===== config.mk =====
export PLATFORM = sky130hd
export DESIGN_NAME = uart_rx_os
export DESIGN_NICKNAME = d
export VERILOG_FILES = /design/src/rtl/uart_rx_os.sv
export SDC_FILE = /design/constraint.sdc
export NUM_CORES = 1
export LEC_CHECK = 0
export BUFFER_PORTS_ARGS = -buffer_cell sky130_fd_sc_hd__buf_2
export CORE_ASPECT_RATIO = 1.75
export CORE_MARGIN = 2
export CORE_UTILIZATION = 53
export CTS_BUF_LIST = sky130_fd_sc_hd__clkbuf_4 sky130_fd_sc_hd__clkbuf_8 sky130_fd_sc_hd__clkbuf_16
export DETAILED_ROUTE_END_ITERATION = 16
export PLACE_DENSITY_LB_ADDON = 0.05
export SYNTH_ARGS = -nofsm -noshare
export SYNTH_HDL_FRONTEND = slang
export SYNTH_SLANG_ARGS = --single-unit

===== constraint.sdc =====
create_clock -name clk -period 2.2 [get_ports clk]
set_clock_uncertainty 0.15 [all_clocks]
set_input_delay 0.44 -clock clk [delete_from_list [all_inputs] [get_ports clk]]
set_output_delay 0.44 -clock clk [all_outputs]
set_load 0.05 [all_outputs]

===== src/rtl/uart_rx_os.sv =====
// Oversampling UART receiver: 2-flop synchroniser, free-running sample tick, 3-sample majority
// vote per bit, configurable data/parity/stop format with framing-error and break reporting.
module uart_rx_os #(
   parameter int DATA       = 8,
   parameter int OVERSAMPLE = 16,
   parameter int BAUD_DIV   = 27,
   parameter int PARITY_EN  = 1,
   parameter int PARITY_ODD = 0,
   parameter int STOP_BITS  = 1
) (
   input  logic            clk,
   input  logic            reset,
   input  logic            rx_in,
   output logic [DATA-1:0] rx_data,
   output logic            rx_valid,
   output logic            parity_error,
   output logic            framing_error,
   output logic            break_detect
);

   localparam int M  = OVERSAMPLE / 2;
   localparam int SW = $clog2(OVERSAMPLE);
   localparam int BW = $clog2(DATA + 1);
   localparam int DW = $clog2(BAUD_DIV + 1);

   localparam logic [SW-1:0] SC_LAST = SW'(OVERSAMPLE - 1);
   localparam logic [SW-1:0] SC_V0   = SW'(M - 1);
   localparam logic [SW-1:0] SC_V1   = SW'(M);
   localparam logic [SW-1:0] SC_V2   = SW'(M + 1);
   localparam logic [DW-1:0] DV_LAST = DW'(BAUD_DIV - 1);
   localparam logic [BW-1:0] BC_LAST = BW'(DATA - 1);

   typedef enum logic [2:0] {
      ST_IDLE,
      ST_START,
      ST_DATA,
      ST_PARITY,
      ST_STOP,
      ST_WAIT_HIGH
   } state_t;

   state_t            state_q, state_d;
   logic              rx_meta_q, rx_s_q;
   logic [DW-1:0]     div_q;
   logic [SW-1:0]     scnt_q, scnt_d;
   logic [BW-1:0]     bit_cnt_q, bit_cnt_d;
   logic              stop_cnt_q, stop_cnt_d;
   logic [1:0]        smp_q, smp_d;
   logic [DATA-1:0]   shift_q, shift_d;
   logic              acc_q, acc_d;
   logic              pe_q, pe_d;
   logic              fe_q, fe_d;
   logic              zero_q, zero_d;
   logic [DATA-1:0]   rx_data_q, rx_data_d;
   logic              valid_q, valid_d;
   logic              perr_q, perr_d;
   logic              ferr_q, ferr_d;
   logic              brk_q, brk_d;

   logic os_tick, at_vote, at_end, vote, last_stop, fe_now, zero_now;

   assign os_tick   = (div_q == DV_LAST);
   assign at_vote   = os_tick && (scnt_q == SC_V2);
   assign at_end    = os_tick && (scnt_q == SC_LAST);
   // smp_q holds the M-1 and M samples; the live rx_s_q is the M+1 sample.
   assign vote      = (smp_q[0] & smp_q[1]) | (smp_q[0] & rx_s_q) | (smp_q[1] & rx_s_q);
   assign last_stop = (STOP_BITS == 1) || stop_cnt_q;
   assign fe_now    = fe_q | ~vote;
   assign zero_now  = zero_q & ~vote;

   always_ff @(posedge clk or posedge reset) begin
      if (reset) begin
         rx_meta_q <= 1'b1;
         rx_s_q    <= 1'b1;
         div_q     <= '0;
      end else begin
         rx_meta_q <= rx_in;
         rx_s_q    <= rx_meta_q;
         div_q     <= os_tick ? '0 : div_q + DW'(1);
      end
   end

   always_ff @(posedge clk or posedge reset) begin
      if (reset) begin
         state_q    <= ST_IDLE;
         scnt_q     <= '0;
         bit_cnt_q  <= '0;
         stop_cnt_q <= 1'b0;
         smp_q      <= 2'b11;
         shift_q    <= '0;
         acc_q      <= 1'b0;
         pe_q       <= 1'b0;
         fe_q       <= 1'b0;
         zero_q     <= 1'b0;
         rx_data_q  <= '0;
         valid_q    <= 1'b0;
         perr_q     <= 1'b0;
         ferr_q     <= 1'b0;
         brk_q      <= 1'b0;
      end else begin
         state_q    <= state_d;
         scnt_q     <= scnt_d;
         bit_cnt_q  <= bit_cnt_d;
         stop_cnt_q <= stop_cnt_d;
         smp_q      <= smp_d;
         shift_q    <= shift_d;
         acc_q      <= acc_d;
         pe_q       <= pe_d;
         fe_q       <= fe_d;
         zero_q     <= zero_d;
         rx_data_q  <= rx_data_d;
         valid_q    <= valid_d;
         perr_q     <= perr_d;
         ferr_q     <= ferr_d;
         brk_q      <= brk_d;
      end
   end

   always_comb begin
      state_d    = state_q;
      scnt_d     = scnt_q;
      bit_cnt_d  = bit_cnt_q;
      stop_cnt_d = stop_cnt_q;
      smp_d      = smp_q;
      shift_d    = shift_q;
      acc_d      = acc_q;
      pe_d       = pe_q;
      fe_d       = fe_q;
      zero_d     = zero_q;
      rx_data_d  = rx_data_q;
      valid_d    = 1'b0;
      perr_d     = perr_q;
      ferr_d     = ferr_q;
      brk_d      = 1'b0;

      if (os_tick && state_q != ST_IDLE && state_q != ST_WAIT_HIGH) begin
         scnt_d = (scnt_q == SC_LAST) ? '0 : scnt_q + SW'(1);
         if (scnt_q == SC_V0) smp_d[0] = rx_s_q;
         if (scnt_q == SC_V1) smp_d[1] = rx_s_q;
      end

      case (state_q)
         ST_IDLE: begin
            scnt_d = '0;
            if (os_tick && !rx_s_q) state_d = ST_START;
         end
         ST_START: begin
            if (at_vote && vote) begin
               state_d = ST_IDLE;
               scnt_d  = '0;
            end else if (at_end) begin
               state_d    = ST_DATA;
               bit_cnt_d  = '0;
               stop_cnt_d = 1'b0;
               acc_d      = 1'(PARITY_ODD);
               pe_d       = 1'b0;
               fe_d       = 1'b0;
               zero_d     = 1'b1;
            end
         end
         ST_DATA: begin
            if (at_vote) begin
               shift_d = {vote, shift_q[DATA-1:1]};
               acc_d   = acc_q ^ vote;
               if (vote) zero_d = 1'b0;
            end
            if (at_end) begin
               if (bit_cnt_q == BC_LAST)
                  state_d = (PARITY_EN != 0) ? ST_PARITY : ST_STOP;
               else
                  bit_cnt_d = bit_cnt_q + BW'(1);
            end
         end
         ST_PARITY: begin
            if (at_vote) begin
               pe_d = acc_q ^ vote;
               if (vote) zero_d = 1'b0;
            end
            if (at_end) state_d = ST_STOP;
         end
         ST_STOP: begin
            if (at_vote) begin
               fe_d   = fe_now;
               zero_d = zero_now;
               // Completing at the vote, not the bit end, lets the next start edge be caught early.
               if (last_stop) begin
                  rx_data_d = shift_q;
                  valid_d   = 1'b1;
                  perr_d    = (PARITY_EN != 0) ? pe_q : 1'b0;
                  ferr_d    = fe_now;
                  brk_d     = zero_now;
                  scnt_d    = '0;
                  state_d   = fe_now ? ST_WAIT_HIGH : ST_IDLE;
               end
            end
            if (at_end && !last_stop) stop_cnt_d = 1'b1;
         end
         ST_WAIT_HIGH: begin
            scnt_d = '0;
            if (os_tick && rx_s_q) state_d = ST_IDLE;
         end
         default: state_d = ST_IDLE;
      endcase
   end

   assign rx_data       = rx_data_q;
   assign rx_valid      = valid_q;
   assign parity_error  = perr_q;
   assign framing_error = ferr_q;
   assign break_detect  = brk_q;

endmodule


## Yosys cells after proc, flatten, opt, wreduce, memory -nomap -nowiden

Index checks and enable logic that the tools add are counted.

| storage, ports and cells | value |
|---|---|
| flip-flop bits (word level) | 44 |
| output and inout bits | 12 |
| logic and storage cells | 120 |

| cells by class | value |
|---|---|
| $add $sub $neg | 3 |
| equal/unequal tests | 26 |
| muxes and demuxes | 38 |
| bitwise operators | 9 |
| reduce and logical (&&, ||, !) cells | 26 |

Operators with widths:

| cell | count |
|---|---|
| $mux W4 | 8 |
| $mux W3 | 9 |
| $ne A2 B2 Y1 const B | 11 |
| $pmux W3 S6 | 1 |
| $mux W1 | 13 |
| $eq A4 B4 Y1 const B | 3 |
| $pmux W4 S3 | 1 |
| $reduce_and A4 Y1 | 3 |
| $add A4 B1 Y4 const B | 2 |
| $eq A4 B3 Y1 const B | 2 |
| $pmux W4 S2 | 1 |
| $reduce_and A2 Y1 | 4 |
| $logic_and A1 B1 Y1 | 7 |
| $reduce_and A7 Y1 | 1 |
| $eq A3 B2 Y1 const B | 2 |
| $eq A3 B3 Y1 const B | 2 |
| $ne A3 B3 Y1 const B | 2 |
| $pmux W1 S2 | 3 |
| $reduce_and A6 Y1 | 1 |
| $reduce_bool A2 Y1 | 3 |
| $reduce_bool A3 Y1 | 2 |
| $add A5 B1 Y5 const B | 1 |
| $eq A5 B5 Y1 const B | 1 |
| $mux W5 | 1 |
| 11 further kinds | 18 |

## Longest topological paths before layout

Gate-level depths: netlist of run 1.

| depth | value |
|---|---|
| word-level depth | 8 |
| mapped depth | 9 |
| depth with buffers taken out | 7 |

## Least setup slack after synthesis of run 1

Ideal clock, no wire load.

| timing path | value |
|---|---|
| kind | flip-flop to flip-flop |
| start | register scnt_q[1] |
| end | register state_q[0] |
| library setup time | 0.128 ns |
| data arrival time | 1.848 ns |
| setup slack | 0.075 ns |
| cell stages (with the launch flop) | 9 |
| period minus slack after synthesis | 2.125 ns |
| cell sequence | dfrtp_1 > inv_1 > ha_1 > and3b_1 > buf_4 > o22ai_1 > or3_4 > a211oi_2 > mux2_1 |

| on the way | value |
|---|---|
| longest elaborated chain between the ends | 5 |
| elaborated cells between the ends (all ways) | 12 |

Ends and longest elaborated chain:

| element | RTL line | text |
|---|---|---|
| from (decl) | 45 | `logic [SW-1:0] scnt_q, scnt_d;` |
| from (signal assigned) | 102 | `scnt_q <= scnt_d;` |
| $eq A4 B4 Y1 | 63 | `assign at_vote = os_tick && (scnt_q == SC_V2);` |
| $logic_and A1 B1 Y1 | 63 |  |
| $logic_and A1 B1 Y1 | 148 | `if (at_vote && vote) begin` |
| $ne A3 B3 Y1 (no line) or $mux W3 (tied branches) | - |  |
| $reduce_and A7 Y1 (no line) or $pmux W3 S6 (tied branches) | - |  |
| to (signal assigned) | 101 | `state_q <= state_d;` |
| to (decl) | 42 | `state_t state_q, state_d;` |

Several ways; a longest one is shown, not always the timed one.
A chain may end at the register's enable or synchronous reset.

## Worst setup path in the final report of run 1

| timing path | value |
|---|---|
| start | register div_q[1] |
| end | register state_q[2] |

| on the way | value |
|---|---|
| longest elaborated chain between the ends | 5 |
| elaborated cells between the ends (all ways) | 15 |

Ends and longest elaborated chain:

| element | RTL line | text |
|---|---|---|
| from (decl) | 44 | `logic [DW-1:0] div_q;` |
| from (signal assigned) | 79 | `div_q <= os_tick ? '0 : div_q + DW'(1);` |
| $eq A5 B5 Y1 (*) | 62 | `assign os_tick = (div_q == DV_LAST);` |
| $logic_and A1 B1 Y1 | 63 |  |
| $logic_and A1 B1 Y1 | 148 |  |
| $ne A3 B3 Y1 (no line) or $mux W3 (tied branches) | - |  |
| $reduce_and A7 Y1 (no line) or $pmux W3 S6 (tied branches) | - |  |

Mark *: on every way between the ends. The rest lies on a longest branch, timed or not.

==> results of run 1 <==
==> how the worst min path moves through the flow <==
stage              start  slack [ns]        end
6_report           rx_in        0.08  rx_meta_q
4_1_cts            rx_in        0.07  rx_meta_q
2_1_floorplan  rx_meta_q        0.20     rx_s_q
3_3_place_gp   rx_meta_q        0.20     rx_s_q
3_5_place_dp   rx_meta_q        0.20     rx_s_q
5_1_grt            rx_in        0.07  rx_meta_q
==> synthesized netlist by cell type, types with 2 or more instances <==
| library cell | n | area share |
|---|---|---|
| nor2_1 | 18 | 0.031 |
| mux2_2 | 14 | 0.072 |
| o22ai_1 | 2 | 0.0057 |
| a22o_1 | 2 | 0.0081 |
| inv_1 | 6 | 0.010 |
| nand2_1 | 13 | 0.022 |
| mux2_1 | 8 | 0.041 |
| xnor2_1 | 2 | 0.0081 |
| xor2_1 | 2 | 0.0081 |
| nand4b_1 | 3 | 0.012 |
| o21ai_1 | 4 | 0.0092 |
| buf_4 | 3 | 0.010 |
| dfrtp_1 | 40 | 0.46 |
| nand3_1 | 9 | 0.021 |
| a21oi_1 | 10 | 0.023 |
| buf_2 | 6 | 0.014 |
| nor2b_1 | 4 | 0.011 |
| o21ai_0 | 9 | 0.021 |
| ha_1 | 6 | 0.035 |
| dfstp_2 | 4 | 0.048 |
| a21o_1 | 2 | 0.0069 |
| or3b_1 | 2 | 0.0081 |
| and3_1 | 4 | 0.011 |
==> cell families (layout without fill, tap and decap cells) <==
family                     Yosys count  count (layout)  synth area share
AOI/OAI and AO/OA                   40              40             0.124
muxes                               22              22             0.114
xor gates and xnor gates             4               4            0.0161
buffers and inverters               17              56            0.0414
adders and majority gates            7               7            0.0397
and+or+nand+nor                     64              64             0.156
DFF                                 44              44             0.508
==> through the flow <==
| stage | util | cells | setup TNS [ns] |
|---|---|---|---|
| 2_1_floorplan | - | 198 | 0 |
| 6_report | 0.673 | 285 | -0.0578 |
| 5_1_grt | 0.673 | 285 | -0.257 |
| 4_1_cts | 0.662 | 282 | 0 |
| 3_5_place_dp | 0.626 | 273 | -0.129 |
| 3_3_place_gp | 0.626 | 273 | 0 |
==> state kept, by name, summed over array words and instances (netlist names), 2 cells and up <==
register,flops
shift_q,8
rx_data,8
smp_q,2
div_q,5
state_q,3
bit_cnt_q,4
scnt_q,4
==> area by class of cell <==
class | count | share of cell area
Clock inverter | 3 | 0.0190
Multi-Input combinational cell | 137 | 0.386
Tap cell | 48 | 0.0229
Inverter | 6 | 0.00857
Sequential cell | 44 | 0.421
Timing Repair Buffer | 42 | 0.116
Clock buffer | 5 | 0.0262
==> layer usage <==
layer,routed length [um],part of all wire
met1,1760,0.40
met2,2500,0.56
met3,117,0.026
met4,65,0.015
met5,0,0
==> report_power, final <==
| group | total, mW | switching [mW] | internal, mW |
|---|---|---|---|
| sequential | 0.840 | 0.0186 | 0.821 |
| combinational | 0.228 | 0.122 | 0.106 |
| clock | 0.644 | 0.294 | 0.350 |
==> what timing repair did <==
item / CTS / global route
resized for setup: 3 / 8
hold buffers: 0 / 0
setup endpoints to repair: 2 / 16
pin swaps: 1 / 2
setup buffers: 1 / 3
==> flow_summary.json, run 1 <==
{
  "status": "complete, but fails checks",
  "violations": "negative setup slack",
  "vias": 1602,
  "cts.path.max_buffers": 2,
  "cp_cell_sequence": "ha_2 > and4b_2 > buf_4 > buf_4 > a21o_1 > a21oi_2 > a211oi_4 > mux2_4",
  "async_reset_ff_frac": 1.00,
  "die_area_mm2": 0.00465,
  "rows": 30,
  "fill_cells": 314,
  "critPathSlowestCell": "dfrtp_1",
  "clk_latency_ns": 0.30,
  "drtAntennaViolNets": 0,
  "grt_overflow_total": 0,
  "wl_mm": 4.44,
  "min_period_ns": 2.23,
  "netlist_area_mm2": 0.00218,
  "max-slew-margin-rel": 0.636,
  "hold_class": "in2reg",
  "coreArea_mm2": 0.00390,
  "rr_worst_depth": 8,
  "finalSetupViolations": 2,
  "drive_above_1_share": 0.359,
  "cts_tree": "yes",
  "ir_drop_uv": 506,
  "setup_slack_ns": -0.0297,
  "rr_startpoint": "div_q[1]",
  "nets": 245,
  "cap_violations": 0,
  "crit_top_cell": "buf_4",
  "gr-max-usage-layer": "met2",
  "synth_edf_count": 0,
  "max_stage_delay_ns": 0.41,
  "stdcell_area_mm2": 0.00263,
  "ys_seq_area_frac": 0.508,
  "hold_viol_final": 0,
  "grt_setup_unrepaired": "true",
  "synth_ff_type": "dfrtp_1",
  "yosys_warnings": 0,
  "drc": 0,
  "placed_area_mm2": 0.00244,
  "grt_use_met1": 0.237,
  "place_congestion": 0.831,
  "synth_seq_cells": 44,
  "ios": 15,
  "ctsHtreeMaxLevel": 2,
  "r2r-end": "state_q[2]",
  "cp_max_fo": 5,
  "numPortBuffers": 14,
  "cp-start-kind": "register",
  "fmaxAchievable_mhz": 448,
  "p_per_area_mw_per_mm2": 652,
  "grt_pass1_wl_mm": 7.61,
  "vias_per_cell": 5.62,
  "cts_sinks": 44,
  "met2_usage": 0.408,
  "crit_required_ns": 2.24,
  "start_util": 0.557,
  "path_class": "reg2reg",
  "crit_arrival_ns": 2.27,
  "worst_pin_slew_ns": 0.540,
  "drt_iter0_drc": 32,
  "layout_common_cells": "dfrtp_1 (40), buf_4 (26), nor2_1 (17), mux2_2 (14), buf_2 (14)",
  "layout_commonest_cell": "dfrtp_1",
  "cts_root_buf": "clkbuf_8",
  "first_pass_iters": 4,
  "die_w_um": 52.4,
  "synthesis.nets": 207,
  "dp_hpwl_mm": 3.29,
  "total_power_mw": 1.71,
  "startpoint": "div_q[1]",
  "first_global_vias": 1715,
  "rrSetupSlack_ns": -0.03,
  "seq_area_mm2": 0.00111,
  "area_delta_synth_final_pct": 20.8,
  "critical_path_depth": 8,
  "multi_input_area_mm2": 0.00101,
  "crit_end": "state_q[2]",
  "antenna_found_initial": 0,
  "worst-path-buf-inv": 2,
  "dieHeight_um": 88.8,
  "finalHoldWorstSlack_ns": 0.0780,
  "grt_max_degree": 45,
  "crit_family": "compound AO/OA/AOI/OAI gates",
  "dp_slack_ns": -0.0722,
  "slew_viol_final": 0,
  "clk_pin_slew_ns": 0.09,
  "timing.final.crit_share": 1.01,
  "leakage_nw": 1.26,
  "gr-usage-met3": 0.0389,
  "synth_cells": 198,
  "crit_path_end_kind": "register",
  "hold_depth": 1,
  "grt_usage": 0.221,
  "n_antenna_cell": 0,
  "wl_per_cell_um": 15.6,
  "cts_buffers": 5,
  "synth_cell_types": 48,
  "avgSynthCellArea_um2": 11.0
}
Power figures use the tool's default switching activity.
==> run 2, diff against run 1 <==
--- a/config.mk
+++ b/config.mk
@@ -11,7 +11,7 @@
 export CORE_UTILIZATION = 53
 export CTS_BUF_LIST = sky130_fd_sc_hd__clkbuf_4 sky130_fd_sc_hd__clkbuf_8 sky130_fd_sc_hd__clkbuf_16
 export DETAILED_ROUTE_END_ITERATION = 16
-export PLACE_DENSITY_LB_ADDON = 0.05
+export PLACE_DENSITY = 0.75
 export SYNTH_ARGS = -nofsm -noshare
 export SYNTH_HDL_FRONTEND = slang
 export SYNTH_SLANG_ARGS = --single-unit
==> run 2 against run 1 <==
The run ends with negative hold slack left. Die area did not move. Clock-buffer cell count increased by 1. Sequential share of layout area decreased by 0.52 points. Largest cell class unchanged.
==> flow_summary.json, run 2 (synthesized netlist as in run 1, its figures left out) <==
{
  "status": "complete, but fails checks",
  "violations": "negative hold slack",
  "area_delta_synth_final_pct": 22.5,
  "ctsHtreeMaxLevel": 2,
  "clk_pin_slew_ns": 0.10,
  "fill_cells": 277,
  "ir_drop_uv": 910,
  "die_w_um": 52.4,
  "crit_required_ns": 2.25,
  "drt_iter0_drc": 39,
  "nets": 245,
  "rows": 30,
  "leakage_nw": 1.25,
  "p_int_mw": 1.32,
  "wl_met2_mm": 2.76,
  "grt_max_degree": 20,
  "finalSetupViolations": 0,
  "cts_tree": "yes",
  "n_antenna_cell": 0,
  "first_global_vias": 1735,
  "layout_commonest_cell": "dfrtp_1",
  "route.met3.wl_um": 129,
  "vias_per_cell": 5.75,
  "min_period_ns": 2.20,
  "cap_violations": 0,
  "crit_arrival_ns": 2.25,
  "p_clk_frac": 0.376,
  "cts_buffers": 5,
  "numPortBuffers": 14,
  "grt_overflow_total": 0,
  "dp_hpwl_mm": 3.61,
  "hold_class": "in2async",
  "crit_path_end_kind": "register",
  "stdcell_area_mm2": 0.00267,
  "layout_common_cells": "dfrtp_1 (38), buf_4 (26), nor2_1 (17), mux2_2 (14), buf_2 (14)",
  "vias": 1640,
  "top_layer": "met4",
  "drtAntennaViolNets": 0,
  "setup_tns_ns": 0,
  "grt_setup_unrepaired": "true",
  "cts_sinks": 44,
  "p_per_area_mw_per_mm2": 655,
  "clk_latency_ns": 0.31,
  "placed_area_mm2": 0.00245,
  "first_pass_iters": 4,
  "seq_power_share": 0.486,
  "start_util": 0.557,
  "wl_mm": 4.89,
  "hold_viol_final": 8,
  "wl_per_cell_um": 17.1,
  "drc": 0,
  "cp-start-kind": "register",
  "worst_pin_slew_ns": 0.667,
  "cts_root_buf": "clkbuf_8",
  "fmaxAchievable_mhz": 455,
  "p_switching_mw": 0.429,
  "max-slew-margin-rel": 0.553,
  "switching_share": 0.246,
  "dp.cells": 274,
  "coreArea_mm2": 0.00390,
  "dieHeight_um": 88.8,
  "finalNonFillerCells": 285,
  "total_power_mw": 1.75,
  "cp_max_fo": 4,
  "cts_hold_buffers": 0,
  "ios": 15,
  "met1_length_mm": 1.92,
  "timing.final.crit_share": 0.999,
  "drive_above_1_share": 0.380,
  "slew_viol_final": 0,
  "cts.path.max_buffers": 2,
  "combPwrFrac": 0.138,
  "grt_pass1_wl_mm": 8.02,
  "die_area_mm2": 0.00465,
  "grt_usage": 0.235,
  "finalHoldWorstSlack_ns": -0.0240,
  "place_congestion": 0.976,
  "antenna_found_initial": 0,
  "path_class": "reg2reg"
}
run 2: cell type report:
| cell class | count | area [um2] | area share |
|---|---|---|---|
| timing repair buffer | 42 | 305 | 0.115 |
| tap | 48 | 60.1 | 0.0225 |
| clock inverter | 2 | 38.8 | 0.0145 |
| inverter | 6 | 22.5 | 0.00845 |
| multi-input combinational | 137 | 1050 | 0.393 |
| sequential | 44 | 1110 | 0.416 |
| clock buffer | 6 | 82.6 | 0.0310 |
run 2: per-stage QoR:
stage          setup WS [ns]   util
4_1_cts               0.0227  0.664
6_report             0.00256  0.683
2_1_floorplan         0.0747      -
3_5_place_dp         -0.0300  0.628
3_3_place_gp          0.0466  0.628
5_1_grt              -0.0629  0.683
run 2: worst paths after layout:
kind / start / to / slack, ns / depth (start not counted)
setup reg to reg: scnt_q[1] / state_q[2] / 0.003 / 7
setup / recovery: scnt_q[1] / state_q[2] / 0.003 / 7
min in group clk: rx_in / rx_meta_q / 0.09 / 1
hold / removal: reset / scnt_q[3] / -0.02 / 2
max in group asynchronous: reset / shift_q[4] / 1.30 / 3
hold reg to reg: rx_meta_q / rx_s_q / 0.21 / 0
run 2: power groups by stage:
stage / combinational (mW) / sequential (mW) / clock, mW
after floorplan: 0.147 / 0.843 / 0
after global placement: 0.197 / 0.863 / 0
after detailed placement: 0.199 / 0.863 / 0
after CTS: 0.221 / 0.847 / 0.672
after global routing: 0.262 / 0.854 / 0.698
final: 0.241 / 0.849 / 0.656
run 2: metal layers:
| metal | track usage | vias up |
|---|---|---|
| met5 | 0 | - |
| met4 | 0.0839 | 0 |
| met3 | 0.0405 | 7 |
| met2 | 0.424 | 38 |
| met1 | 0.273 | 817 |
| li1 | - | 778 |
run 2: repair_timing:
item | in CTS | in global routing
buffers inserted | 1 | 2
cloned | 0 | 0
resized for setup | 4 | 14
endpoints found under the setup margin | 2 | 19
pin swaps | 2 | 4
run 2: worst max-delay path, cell delays in order (launching register included):
cell and delay [ns]:
dfrtp_1 0.39, buf_4 0.15, ha_4 0.15, and3_4 0.20
o22ai_2 0.07, or3_4 0.39, a211oi_4 0.27, mux2_4 0.33
==> run 3, diff against run 2 <==
--- a/config.mk
+++ b/config.mk
@@ -8,10 +8,10 @@
 export BUFFER_PORTS_ARGS = -buffer_cell sky130_fd_sc_hd__buf_2
 export CORE_ASPECT_RATIO = 1.75
 export CORE_MARGIN = 2
-export CORE_UTILIZATION = 53
+export CORE_UTILIZATION = 48
 export CTS_BUF_LIST = sky130_fd_sc_hd__clkbuf_4 sky130_fd_sc_hd__clkbuf_8 sky130_fd_sc_hd__clkbuf_16
 export DETAILED_ROUTE_END_ITERATION = 16
-export PLACE_DENSITY = 0.75
+export PLACE_DENSITY = 0.69
 export SYNTH_ARGS = -nofsm -noshare
 export SYNTH_HDL_FRONTEND = slang
 export SYNTH_SLANG_ARGS = --single-unit
==> run 3 against run 2 <==
The flow now finishes without violations. Sequential cell count unchanged. Via count decreased by 4.3%. Fmax increased by 0.31%. Total power decreased by 8.7%. Final cell count increased by 0.70%. Wire length decreased by 13%. Critical endpoint unchanged. Largest power group unchanged.
==> flow_summary.json, run 3 (synthesized netlist as in run 1, its figures left out) <==
{
  "finalHoldWorstSlack_ns": 0.0786,
  "rows": 32,
  "drive_above_1_share": 0.364,
  "rr_worst_depth": 7,
  "cap_violations": 0,
  "rr_startpoint": "scnt_q[1]",
  "crit_required_ns": 2.24,
  "ir_drop_uv": 517,
  "leakage_nw": 1.23,
  "wl_mm": 4.25,
  "numPortBuffers": 14,
  "p_int_mw": 1.16,
  "max-slew-margin-rel": 0.704,
  "vias_per_cell": 5.47,
  "dp_slack_ns": -0.0273,
  "switching_share": 0.271,
  "hold_viol_final": 0,
  "finalSetupViolations": 0,
  "clk_latency_ns": 0.30,
  "fmaxAchievable_mhz": 456,
  "total_power_mw": 1.59,
  "drtAntennaViolNets": 0,
  "setup_slack_ns": 0.00933,
  "hp-start": "rx_in",
  "vias": 1569,
  "crit_family": "simple AND/OR/NAND/NOR gates",
  "crit_path_end_kind": "register",
  "start_util": 0.499,
  "grt_setup_unrepaired": "true",
  "hold_depth": 1,
  "grt_use_met1": 0.216,
  "utilization": 0.601,
  "met2_usage": 0.331,
  "max_stage_delay_ns": 0.44,
  "worst-path-buf-inv": 1,
  "p_switching_mw": 0.433,
  "p_clk_frac": 0.335,
  "slew_viol_final": 0,
  "cp-start-kind": "register",
  "fill_cells": 362,
  "grt_max_degree": 23,
  "wl_per_cell_um": 14.8,
  "worst_pin_slew_ns": 0.439,
  "cts.path.max_buffers": 2,
  "drt_iter0_drc": 23,
  "rrSetupSlack_ns": 0.009,
  "cts_tree": "yes",
  "dieHeight_um": 93.1,
  "timing.final.crit_share": 0.996,
  "clk_pin_slew_ns": 0.09,
  "cts_sinks": 44,
  "combPwrFrac": 0.135,
  "gr-max-usage-layer": "met2",
  "path_class": "reg2reg",
  "ctsHtreeMaxLevel": 2,
  "area_delta_synth_final_pct": 20.6,
  "cts_root_buf": "clkbuf_8",
  "coreArea_mm2": 0.00436,
  "crit_arrival_ns": 2.24,
  "seq_power_share": 0.530,
  "min_period_ns": 2.19,
  "grt_overflow_total": 0,
  "layout_commonest_cell": "dfrtp_1",
  "die_w_um": 54.9,
  "drc": 0,
  "grt_pass1_wl_mm": 7.16,
  "place_congestion": 0.868,
  "grt_usage": 0.194,
  "r2r-end": "state_q[2]",
  "cp_max_fo": 3,
  "multi_input_area_mm2": 0.00104,
  "critPathSlowestCell": "dfrtp_2",
  "nets": 244,
  "gr-usage-met3": 0.0335,
  "first_global_vias": 1660,
  "cts_buffers": 5,
  "cp_cell_sequence": "inv_2 > ha_4 > and3b_2 > o22ai_1 > or3_4 > a211oi_4 > mux2_4",
  "placed_area_mm2": 0.00243,
  "seq_area_mm2": 0.00111,
  "min_to": "rx_meta_q",
  "die_area_mm2": 0.00511,
  "ios": 15,
  "stdcell_area_mm2": 0.00263,
  "dp_hpwl_mm": 3.22,
  "layout_common_cells": "dfrtp_1 (38), buf_4 (24), nor2_1 (18), mux2_2 (14), buf_2 (14)",
  "hold_class": "in2reg",
  "p_per_area_mw_per_mm2": 608,
  "first_pass_iters": 4,
  "antenna_found_initial": 0,
  "n_antenna_cell": 0,
  "status": "finished, final reports clean"
}
-- run 3: worst max-delay path by stage --
| stage | startpoint | slack (ns) | end | cells after the start |
|---|---|---|---|---|
| floorplan | scnt_q[1] | 0.07 | state_q[0] | 8 |
| global placement | div_q[0] | 0.05 | state_q[2] | 7 |
| detailed placement | div_q[0] | -0.03 | state_q[2] | 7 |
| CTS | div_q[0] | 0.04 | state_q[2] | 8 |
| global route | scnt_q[1] | -0.05 | state_q[0] | 7 |
| finish | scnt_q[1] | 0.009 | state_q[2] | 7 |
-- run 3: what timing repair did --
action | 4_1_cts | 5_1_grt
hold endpoints to repair | 6 | 0
hold buffers | 1 | 0
buffers inserted | 0 | 2
gates resized for setup | 3 | 15
endpoints found under the setup margin | 2 | 11
pin swaps | 2 | 3
-- run 3: stage by stage --
step / instances / TNS [ns]
2_1_floorplan: 198 / 0
3_3_place_gp: 276 / 0
3_5_place_dp: 276 / -0.0418
4_1_cts: 285 / 0
5_1_grt: 287 / -0.0984
6_report: 287 / 0
-- run 3: final cells by class --
type                       count  share of cell area
sequential                    44               0.422
multi-input combinational    137               0.398
timing repair buffer          41               0.111
clock buffer                   5              0.0262
tap                           51              0.0243
clock inverter                 3              0.0100
inverter                       6             0.00858
-- run 3: layer usage --
layer  wire, um  up-vias
met4         84        0
met1       1700      770
met5          0        -
li1           -      776
met3         79        7
met2       2380       16
-- run 3: power groups by stage --
| stage | clock (mW) | sequential [mW] | combinational, mW |
|---|---|---|---|
| 3_5_place_dp | 0 | 0.861 | 0.178 |
| 4_1_cts | 0.551 | 0.845 | 0.201 |
| 3_3_place_gp | 0 | 0.859 | 0.179 |
| 2_1_floorplan | 0 | 0.843 | 0.147 |
| 6_report | 0.534 | 0.845 | 0.215 |
| 5_1_grt | 0.577 | 0.848 | 0.237 |
